**src/rtl/control_unit.sv**
```systemverilog
// Multi-cycle fetch/decode/execute controller for the 16-bit datapath; owns PC and IR.
// Optional macro CU_SINGLE_STEP_EN adds a Step input that gates the FETCH state.
module control_unit #(
    parameter int unsigned PC_W    = 7,
    parameter int unsigned DADDR_W = 8
) (
    input  logic               clk,
    input  logic               reset,
`ifdef CU_SINGLE_STEP_EN
    input  logic               Step,
`endif
    input  logic [15:0]        InstrData,
    output logic [PC_W-1:0]    PC_Addr,
    output logic [15:0]        IR,
    output logic [DADDR_W-1:0] D_Addr,
    output logic               D_Wr,
    output logic               RF_s,
    output logic [3:0]         RF_W_Addr,
    output logic               RF_W_en,
    output logic [3:0]         RF_Ra_Addr,
    output logic [3:0]         RF_Rb_Addr,
    output logic [2:0]         ALU_s0,
    output logic               Halted,
    output logic [3:0]         StateOut
);

    typedef enum logic [3:0] {
        StInit   = 4'd0,
        StFetch  = 4'd1,
        StDecode = 4'd2,
        StNoop   = 4'd3,
        StLoadA  = 4'd4,
        StLoadB  = 4'd5,
        StStore  = 4'd6,
        StAdd    = 4'd7,
        StSub    = 4'd8,
        StHalt   = 4'd9
    } state_e;

    state_e          state_q, state_d;
    logic [PC_W-1:0] pc_q, pc_d;
    logic [15:0]     ir_q, ir_d;
    logic            fetch_go;

`ifdef CU_SINGLE_STEP_EN
    assign fetch_go = Step;
`else
    assign fetch_go = 1'b1;
`endif

    always_ff @(posedge clk) begin
        if (reset) begin
            state_q <= StInit;
            pc_q    <= '0;
            ir_q    <= '0;
        end else begin
            state_q <= state_d;
            pc_q    <= pc_d;
            ir_q    <= ir_d;
        end
    end

    always_comb begin
        state_d    = state_q;
        pc_d       = pc_q;
        ir_d       = ir_q;
        D_Addr     = '0;
        D_Wr       = 1'b0;
        RF_s       = 1'b0;
        RF_W_Addr  = 4'd0;
        RF_W_en    = 1'b0;
        RF_Ra_Addr = 4'd0;
        RF_Rb_Addr = 4'd0;
        ALU_s0     = 3'd0;
        Halted     = 1'b0;

        unique case (state_q)
            StInit: state_d = StFetch;
            StFetch: begin
                if (fetch_go) begin
                    ir_d    = InstrData;
                    pc_d    = pc_q + 1'b1;
                    state_d = StDecode;
                end
            end
            StDecode: begin
                case (ir_q[15:12])
                    4'h1:    state_d = StStore;
                    4'h2:    state_d = StLoadA;
                    4'h3:    state_d = StAdd;
                    4'h4:    state_d = StSub;
                    4'h5:    state_d = StHalt;
                    default: state_d = StNoop;
                endcase
            end
            StNoop: state_d = StFetch;
            StStore: begin
                D_Addr     = DADDR_W'(ir_q[7:0]);
                RF_Ra_Addr = ir_q[11:8];
                D_Wr       = 1'b1;
                state_d    = StFetch;
            end
            // Address is presented a cycle early so the synchronous RAM has data in LOAD_B.
            StLoadA: begin
                D_Addr  = DADDR_W'(ir_q[11:4]);
                state_d = StLoadB;
            end
            StLoadB: begin
                D_Addr    = DADDR_W'(ir_q[11:4]);
                RF_s      = 1'b1;
                RF_W_Addr = ir_q[3:0];
                RF_W_en   = 1'b1;
                state_d   = StFetch;
            end
            StAdd, StSub: begin
                RF_Ra_Addr = ir_q[11:8];
                RF_Rb_Addr = ir_q[7:4];
                RF_W_Addr  = ir_q[3:0];
                RF_W_en    = 1'b1;
                ALU_s0     = (state_q == StAdd) ? 3'd1 : 3'd2;
                state_d    = StFetch;
            end
            StHalt: Halted = 1'b1;
            default: state_d = StInit;
        endcase
    end

    assign PC_Addr  = pc_q;
    assign IR       = ir_q;
    assign StateOut = state_q;

endmodule

```
**config.mk**
```make
export PLATFORM = sky130hd
export DESIGN_NAME = control_unit
export DESIGN_NICKNAME = d
export VERILOG_FILES = /design/src/rtl/control_unit.sv
export SDC_FILE = /design/constraint.sdc
export NUM_CORES = 1
export LEC_CHECK = 0
export CAP_MARGIN = 20
export CORE_MARGIN = 3
export CORE_UTILIZATION = 60
export DETAILED_ROUTE_END_ITERATION = 7
export DONT_BUFFER_PORTS = 1
export MAX_ROUTING_LAYER = met4
export PLACE_DENSITY = 0.85
export SLEW_MARGIN = 40
export SYNTH_ARGS = -nofsm -noshare
export SYNTH_HDL_FRONTEND = slang
export SYNTH_SLANG_ARGS = --single-unit
```
**constraint.sdc**
```tcl
create_clock -name clk -period 3.2 [get_ports clk]
set_input_delay 0.64 -clock clk [delete_from_list [all_inputs] [get_ports clk]]
set_output_delay 0.64 -clock clk [all_outputs]
set_load 0.02 [all_outputs]
```
### Word-level counts from Yosys, hierarchy flattened

Index checks and enable logic that the tools add are counted.

| word-level totals | value |
|---|---|
| bits in registers | 27 |
| word-level logic and storage cells | 36 |
| memories kept | 0 |
| memory bits (read-only) | 0 |
| bits of input ports | 18 |
| latch bits | 0 |
| RAM bits | 0 |
| output and inout port bits | 54 |

| operators by class | value |
|---|---|
| muxes and demuxes | 12 |
| divide/modulo/power cells | 0 |
| multipliers | 0 |
| add/sub/neg operators | 1 |
| bitwise logic cells | 0 |
| reductions and logical operators | 6 |
| magnitude comparators | 0 |
| shift operators | 0 |
| eq/ne operators | 14 |

Operators with widths:

| operator | number |
|---|---|
| 4-bit one-hot mux with 5 select lines | 2 |
| 4-bit by 3-bit == test with 1-bit output (second input constant) | 6 |
| 4-bit by 2-bit == test with 1-bit output (second input constant) | 4 |
| 8-bit one-hot mux with 2 select lines | 1 |
| 4-bit two-way mux | 3 |
| 4-bit by 1-bit == test with 1-bit output (second input constant) | 2 |
| 4-bit == test (second input constant) | 2 |
| 7-bit by 1-bit adder with 7-bit output (second input constant) | 1 |
| 3-bit OR reduction | 2 |
| 6-bit OR reduction | 1 |
| 4-bit zero test | 1 |
| 1-bit two-way mux | 4 |
| 2-bit two-way mux | 2 |
| 2-bit OR reduction | 2 |

### Depth between registers and ports, before layout

Gate-level depths: netlist of the first run.

| depth | value |
|---|---|
| depth after elaboration | 3 |
| gate-level depth with buffers | 6 |
| depth with buffers taken out | 4 |

### Worst setup path after synthesis of the first run

OpenSTA, ideal clock, no wires.

| timing | value |
|---|---|
| kind | reg-to-output |
| start point | reg state_q[2] (netlist: StateOut[2]) |
| end point | out RF_W_Addr[0] |
| data required time | 2560 ps |
| cell stages (with the launch flop) | 5 |
| data arrival time | 1762 ps |
| setup slack | 798 ps |
| path buffers | 1 |
| cell sequence | dfxtp_1 clkbuf_1 or4b_1 o21ai_1 and2_1 |

| between the ends | value |
|---|---|
| word-level cells in the longest chain between the ends | 3 |
| elaborated cells on any way between the ends | 5 |
| classes of those cells | eq/ne: 3; mux: 1; reduce/logical: 1 |

Ends and longest elaborated chain:

| what | RTL line | text |
|---|---|---|
| start: declaration | 40 | `state_e state_q, state_d;` |
| start signal: assignment | 53 | `state_q <= StInit;` |
| start signal: assignment | 57 | `state_q <= state_d;` |
| 4-bit by 3-bit == test with 1-bit output or 4-bit == test (tied branches) | 77 | `unique case (state_q)` |
| 3-bit OR reduction (no source line) (*) | - |  |
| 4-bit two-way mux (*) | 77 |  |
| end: declaration | 18 | `output logic [3:0] RF_W_Addr,` |

Every way passes the cells marked *; elsewhere a longest branch is shown, timed or not.

### Worst setup path after layout of the first run

| timing | value |
|---|---|
| start point | reg state_q[2] (netlist: StateOut[2]) |
| end point | out RF_W_Addr[2] |

Same word-level chain as after synthesis.

==> metrics.sh, run 1 <==
STATUS='finished, final reports clean'
YOSYS_REG_BITS=27
NUMBER_OF_VIAS_IN_THE_ROUTED_LAYOUT=1280
POST_CTS.RESIZED_INSTANCES=0
PLACE.PORT_BUFFERS=0
GRT_OVERFLOW_TOTAL=0
CTS_BUFFERS=3
SYNTH_ENABLE_FLOP_CELLS=0
FLOORPLAN.DIE.WIDTH_UM=55.10
TIMING.REG2REG.WORST_PATH_DEPTH=3
POST_SYNTH_INST_COUNT=195
CTS.REPAIR_TIMING.SETUP_BUFFER_COUNT=0
DRT_ITER0_MARKERS=49
POSTCTSHOLDBUFS=0
CTS-ROOT-BUF='sky130_fd_sc_hd__clkbuf_4'
WHS_PATH_DEPTH=1
CRIT_PATH_MAX_FANOUT=13
RATIO_OF_CELLS_WITH_DRIVE_ABOVE_1_IN_THE_FINAL_LAYOUT_PCT=5.882
GRT_SETUP_UNREPAIRED='no'
DP.FINAL_HPWL_UM=2533
FINISH.INSTANCE_AREA_UM2=1450
MAX-CLOCK-PATH-BUFFERS=2
PLACEMENTROWS=17
SYN-MEAN-INSTANCE-AREA_UM2=7.417
CRITICAL_PATH_REQUIRED_NS=2.56
NUMBER_OF_SINKS_DRIVEN_BY_THE_CLOCK_TREE=27
GRT_UTIL_MET2_PCT=36.61
MAX_STAGE_DELAY_NS=0.74
SLEW_HEADROOM_PCT=58.11
DETAILEDROUTE.FIRSTPASSITERATIONCOUNT=4
LAYOUT_SETUP_WS_NS=0.2606
FIN_WORST_SKEW_NS=0.001177
WORST_R2R_STARTPOINT='StateOut[0]$_SDFFE_PP0N_'
MAX_FREQ_MHz=340.2
DIE_AREA_UM2=3036
WORST_HOLD_PATH_TYPE='primary input to flip-flop'
USE_MET3_PCT=4.826
SETUP-TNS-FINAL_NS=0
FINAL_CELL_MIX='36 x sky130_fd_sc_hd__nand2_1, 29 x sky130_fd_sc_hd__a21oi_1, 27 x sky130_fd_sc_hd__dfxtp_1'
DETAIL_ROUTE.WIRELENGTH_UM=3397
MAX_CAP_VIOL_COUNT=0
LARGEST_NET_DEGREE_AT_THE_START_OF_GLOBAL_ROUTING=30
IOS=72
POST-ROUTE-PERIOD-UTIL_PCT=91.86
GLOBALROUTE.BUSIESTLAYER='met2'
GRT_ANTENNA_BEFORE_REPAIR=0
CRITPATHSLOWESTCELL='sky130_fd_sc_hd__dfxtp_1'
DESIGN.FINAL.NETS=207
SYNTH-ASYNC-RESET-RATIO_PCT=0
CLKLATENCYLATEPIN_NS=0.31
SYNTHFLOPTYPE='sky130_fd_sc_hd__dfxtp_1'
ROUTEDWLPERCELL_UM=15.80
GRT_PASS1_WL_UM=4947
TIGHTEST_SLEW_NS=0.6236
ROUTE.DETAILED.DRC=0
CELLPOWERDENSITY_nW_PER_UM2=504.3
PERIOD_NEEDED_NS=2.939
CP.ARRIVAL_NS=2.30
TIMING_MAX_TRANSITION_VIOLATIONS_FINAL=0
SYNTH.DISTINCT_CELLS=33
FINAL_COMMON_CELL='sky130_fd_sc_hd__nand2_1'
SYNTHESIS.YOSYS.WARNINGS=0
CRITICAL_PATH.STARTPOINT_TYPE='flip-flop'
FP.COREAREA_UM2=2255
WORSTPATHCELLLIST='nand2b_1 -> o21ai_1 -> and2_1'
MIN_HOLD_SLACK_NS=0.3684
CRIT_START='StateOut[2]$_SDFFE_PP0N_'
TOTAL_LEAKAGE_POWER_nW=0.5185
CLOCK_TREE_FROM_TRITONCTS='yes'
FINAL.FILL_COUNT=210
CTS_MAX_LEVEL=1
SEQ_AREA_FRAC_SYNTH_PCT=37.37
AVGVIACOUNTPERCELL=5.953
INITIAL_UTILIZATION_PCT=64.15
CTS.CLK_SLEW.WORST_PATHS_NS=0.14
HOLD_PATH_STARTPOINT='reset'
DETAIL-ROUTE-ANTENNA-NETS=0
POSTSYNTHNETCOUNT=214
GROUTE.LAYER.MET1.USAGE_PCT=30.33
GLOBAL_ROUTE.USAGE.TOTAL_PCT=23.07
PLACEMENT.CELL_AREA_UM2=1424
DETAILEDPLACE.WORSTSLACK_NS=0.6409
SETUP.WORST_PATH.CLASS='flip-flop to output pin'
FIN_TOTAL_PWR_uW=731.3
CRITPATHCAPTURETYPE='output pin'
FINAL_SETUP_VIOLATING_ENDPOINTS=0
SYN_TO_FINAL_GROWTH_PCT=0.2595
HOLD_VIOL=0
DIE_HEIGHT_UM=55.10
NUMBER_OF_GLOBAL_ROUTE_VIAS_BEFORE_REPAIR=1090
INSERTEDDIODECOUNT=0
IRDROPWORSTVDD_V=0.0003541
GLOBALPLACE.CONGESTION=0.7064
POST_SYNTH_INSTANCE_AREA_UM2=1446
==> metrics by stage <==
step	cells	utilization (%)
after floorplan	195	-
after global placement	210	62.82
after detailed placement	211	63.15
after CTS	215	64.32
after global routing	215	64.32
final	215	64.32
==> critical path: cells and delay by family (launching register included) <==
family,cells,cell delay [ns]
DFF,1,0.74
and+or+nand+nor,2,0.67
AOI/OAI and AO/OA,1,0.58
==> power by group <==
group          leakage (nW)  switching [mW]  internal (mW)
registers             0.220          0.0742          0.366
logic                 0.283          0.0896         0.0565
clock network        0.0150          0.0965         0.0487
==> metal layers <==
metal	share of wire [%]	wire length, um
met1	41	1399
met2	50	1694
met3	8.6	293
met4	0.26	9
met5	0	0
==> state kept, by name, indices dropped and copies added (netlist names) <==
| signal | count |
|---|---|
| IR | 16 |
| PC_Addr | 7 |
| StateOut | 4 |
==> cell type report <==
cell class,count,area [um^2],share of cell area (%)
clock buffers,4,26.28,1.812
well taps,28,35.03,2.416
multi-input cells,147,803.3,55.39
flip-flops and latches,27,540.5,37.27
repair buffers,3,22.52,1.553
inverters,6,22.52,1.553
==> synthesized netlist by cell type, types with 3 or more instances <==
library cell | instances | share of area (%)
sky130_fd_sc_hd__nor2b_1 | 11 | 4.8
sky130_fd_sc_hd__o21ai_0 | 7 | 2.4
sky130_fd_sc_hd__inv_1 | 6 | 1.6
sky130_fd_sc_hd__clkbuf_1 | 9 | 2.3
sky130_fd_sc_hd__nor2_1 | 17 | 4.4
sky130_fd_sc_hd__dfxtp_1 | 27 | 37
sky130_fd_sc_hd__nand2b_1 | 6 | 2.6
sky130_fd_sc_hd__o21ai_1 | 3 | 1.0
sky130_fd_sc_hd__nand2_1 | 36 | 9.3
sky130_fd_sc_hd__nor3_1 | 4 | 1.4
sky130_fd_sc_hd__or3_1 | 3 | 1.3
sky130_fd_sc_hd__a21oi_1 | 29 | 10
sky130_fd_sc_hd__and2_1 | 12 | 5.2
==> worst paths after layout <==
check,end,slack [ns]
worst max-delay path,RF_W_Addr[2],0.26
worst min-delay path,PC_Addr[3]$_SDFFE_PP0N_,0.37
worst max register to register,PC_Addr[5]$_SDFFE_PP0N_,1.06
worst min register to register,IR[11]$_SDFFE_PP0N_,0.59
==> cell families after synthesis <==
| family | Yosys count | share of synthesized area, % |
|---|---|---|
| mux | 2 | 1.557 |
| flops | 27 | 37.37 |
| buf+inv | 21 | 7.092 |
| simple gates | 98 | 35.64 |
| compound gates | 43 | 16.00 |
| other cells | 1 | 0.2593 |
| fa+ha+maj | 1 | 0.8649 |
| xor+xnor | 2 | 1.211 |
Note: power is estimated with default switching activity, not from simulation.
==> run 2: changes to the inputs <==
--- a/config.mk
+++ b/config.mk
@@ -6,7 +6,6 @@
 export NUM_CORES = 1
 export LEC_CHECK = 0
 export CAP_MARGIN = 20
-export CORE_MARGIN = 3
 export CORE_UTILIZATION = 60
 export DETAILED_ROUTE_END_ITERATION = 7
 export DONT_BUFFER_PORTS = 1
==> run 2 against run 1 <==
Effect of this change: wire length shrank 10%; total power grew 0.86%; largest power group unchanged; flip-flop and latch count is the same; worst setup slack lost 0.0056 ns; sequential share of layout area grew 0.097 points; core utilization grew 0.44 points; final cell count shrank 0.47%; clock skew grew 0.0036 ns; cell area shrank 0.26%; maximum frequency shrank 0.19%; highest routed layer unchanged.
==> metrics.sh, run 2 (synthesis results as in run 1) <==
CLOCK_TREE_FROM_TRITONCTS='yes'  # unchanged
WORST_HOLD_PATH_TYPE='primary input to flip-flop'  # unchanged
FINAL_COMMON_CELL='sky130_fd_sc_hd__nand2_1'  # unchanged
GRT_ANTENNA_BEFORE_REPAIR=0  # unchanged
CTS_BUFFERS=3  # unchanged
RATIO_OF_CELLS_WITH_DRIVE_ABOVE_1_IN_THE_FINAL_LAYOUT_PCT=5.914  # was 5.882%
MAX-CLOCK-PATH-BUFFERS=2  # unchanged
DESIGN.FINAL.NETS=206  # was 207
CTS.CLK_SLEW.WORST_PATHS_NS=0.16  # was 0.14 ns
TIMING_MAX_TRANSITION_VIOLATIONS_FINAL=0  # unchanged
PLACE.PORT_BUFFERS=0  # unchanged
CRIT_BUF_INV=0  # unchanged
SETUP-TNS-FINAL_NS=0  # unchanged
POST_CTS.RESIZED_INSTANCES=0  # unchanged
CELLPOWERDENSITY_nW_PER_UM2=510.0  # was 504.3 nW/um^2
LARGEST_REGISTER_FFS=16  # unchanged
DRT_ITER0_MARKERS=13  # was 49
FIN_WORST_SKEW_NS=0.004794  # was 0.001177 ns
ROUTE.DETAILED.DRC=0  # unchanged
CTS-ROOT-BUF='sky130_fd_sc_hd__clkbuf_4'  # unchanged
HIGHEST-SIGNAL-LAYER='met4'  # unchanged
DETAILROUTE.WIRELENGTH.MET3_UM=137  # was 293 um
IRDROPWORSTVDD_V=0.0003598  # was 0.0003541 V
DETAIL-ROUTE-ANTENNA-NETS=0  # unchanged
PLACEMENTROWS=17  # unchanged
DP.FINAL_HPWL_UM=2226  # was 2533 um
NUMBER_OF_VIAS_IN_THE_ROUTED_LAYOUT=1235  # was 1,280
CRIT_FAMILY='flip-flops'  # unchanged
PERIOD_NEEDED_NS=2.945  # was 2.939 ns
ROUTEDWLPERCELL_UM=14.29  # was 15.80 um
GLOBAL_ROUTE.USAGE.TOTAL_PCT=23.97  # was 23.07%
FINAL_SETUP_VIOLATING_ENDPOINTS=0  # unchanged
NUMBER_OF_GLOBAL_ROUTE_VIAS_BEFORE_REPAIR=1087  # was 1,090
GRT_OVERFLOW_TOTAL=0  # unchanged
CLKLATENCYLATEPIN_NS=0.32  # was 0.31 ns
CRITICAL_PATH_REQUIRED_NS=2.56  # about the same
FINAL_CELL_MIX='36 x sky130_fd_sc_hd__nand2_1, 29 x sky130_fd_sc_hd__a21oi_1, 27 x sky130_fd_sc_hd__dfxtp_1'  # unchanged
DIE_HEIGHT_UM=51.10  # was 55.10 um
FINAL_CELLS=214  # was 215
CRITPATHSLOWESTCELL='sky130_fd_sc_hd__dfxtp_1'  # unchanged
CP.ARRIVAL_NS=2.31  # was 2.30 ns
POST-ROUTE-PERIOD-UTIL_PCT=92.03  # was 91.86%
SYN_TO_FINAL_GROWTH_PCT=0.0002074  # was 0.2595%
DIE_AREA_UM2=2611  # was 3036 um^2
INSERTEDDIODECOUNT=0  # unchanged
DP_CELLS=210  # was 211
DETAILEDROUTE.FIRSTPASSITERATIONCOUNT=4  # unchanged
DETAIL_ROUTE.WIRELENGTH_UM=3058  # was 3397 um
POSTCTSHOLDBUFS=0  # unchanged
GRT_SETUP_UNREPAIRED='no'  # unchanged
GLOBALPLACE.CONGESTION=0.7685  # was 0.7064
HOLD_VIOL=0  # unchanged
CTS.REPAIR_TIMING.SETUP_BUFFER_COUNT=0  # unchanged
TOTAL_LEAKAGE_POWER_nW=0.5120  # was 0.5185 nW
NUMBER_OF_SINKS_DRIVEN_BY_THE_CLOCK_TREE=27  # unchanged
METAL2_WL_UM=1497  # was 1694 um
MAX_FREQ_MHz=339.6  # was 340.2 MHz
SLEW_HEADROOM_PCT=57.45  # was 58.11%
CRITPATHCAPTURETYPE='output pin'  # unchanged
FINAL.FILL_COUNT=215  # was 210
MAX_CAP_VIOL_COUNT=0  # unchanged
ROUTED_MET1_LENGTH_UM=1409  # was 1399 um
CRIT_PATH_MAX_FANOUT=13  # unchanged
WORSTPATHCELLLIST='nand2b_1 -> o21ai_1 -> and2_1'  # unchanged
GRT_PASS1_WL_UM=4705  # was 4947 um
LAYOUT_SETUP_WS_NS=0.2550  # was 0.2606 ns
FP.COREAREA_UM2=2233  # was 2255 um^2
CTS_MAX_LEVEL=1  # unchanged
IOS=72  # unchanged
SETUP.WORST_PATH.CLASS='flip-flop to output pin'  # unchanged
AVGVIACOUNTPERCELL=5.771  # was 5.953
LARGEST_NET_DEGREE_AT_THE_START_OF_GLOBAL_ROUTING=30  # unchanged
FLOORPLAN.DIE.WIDTH_UM=51.10  # was 55.10 um
INITIAL_UTILIZATION_PCT=64.76  # was 64.15%
TIGHTEST_SLEW_NS=0.6374  # was 0.6236 ns
STATUS='finished, final reports clean'  # unchanged
CRITICAL_PATH.STARTPOINT_TYPE='flip-flop'  # unchanged
DETAILEDPLACE.WORSTSLACK_NS=0.6443  # was 0.6409 ns
MAX_STAGE_DELAY_NS=0.76  # was 0.74 ns
## run 2: layer usage
| metal | up-vias | GRT usage, % |
|---|---|---|
| li1 | 625 | - |
| met1 | 574 | 28.70 |
| met2 | 34 | 42.11 |
| met3 | 2 | 3.571 |
| met4 | 0 | 5.556 |
| met5 | - | - |
## run 2: worst paths after layout
kind	startpoint	end	slack, ns	cells after the start
setup / recovery	StateOut[2]$_SDFFE_PP0N_	RF_W_Addr[1]	0.25	3
hold / removal	reset	IR[3]$_SDFFE_PP0N_	0.36	1
setup reg to reg	StateOut[1]$_SDFFE_PP0N_	PC_Addr[6]$_SDFFE_PP0N_	1.12	4
hold reg to reg	IR[9]$_SDFFE_PP0N_	IR[9]$_SDFFE_PP0N_	0.59	2
## run 2: layout make-up
cell class	instances	area (um^2)	area share, %
multi-input cells	147	803.3	55.54
flip-flops and latches	27	540.5	37.37
well taps	28	35.03	2.422
clock buffers	3	22.52	1.557
inverters	6	22.52	1.557
repair buffers	2	15.01	1.038
clock inverters	1	7.507	0.5190
## run 2: stage by stage
step                utilization [%]  instance area, um^2  hold WS, ns  power, mW
floorplan                         -                 1446       0.5500     0.5701
global placement              63.08                 1409       0.5628     0.5813
finish                        64.76                 1446       0.3577     0.7376
CTS                           64.76                 1446       0.3540     0.7377
detailed placement            63.42                 1416       0.5718     0.5915
global route                  64.76                 1446       0.3398     0.7724
## run 2: power by group
group | internal [mW] | switching [mW] | leakage (nW) | total [mW]
Combinational | 0.0562 | 0.0849 | 0.278 | 0.141
Sequential | 0.366 | 0.0774 | 0.220 | 0.443
Clock | 0.0477 | 0.105 | 0.0139 | 0.153
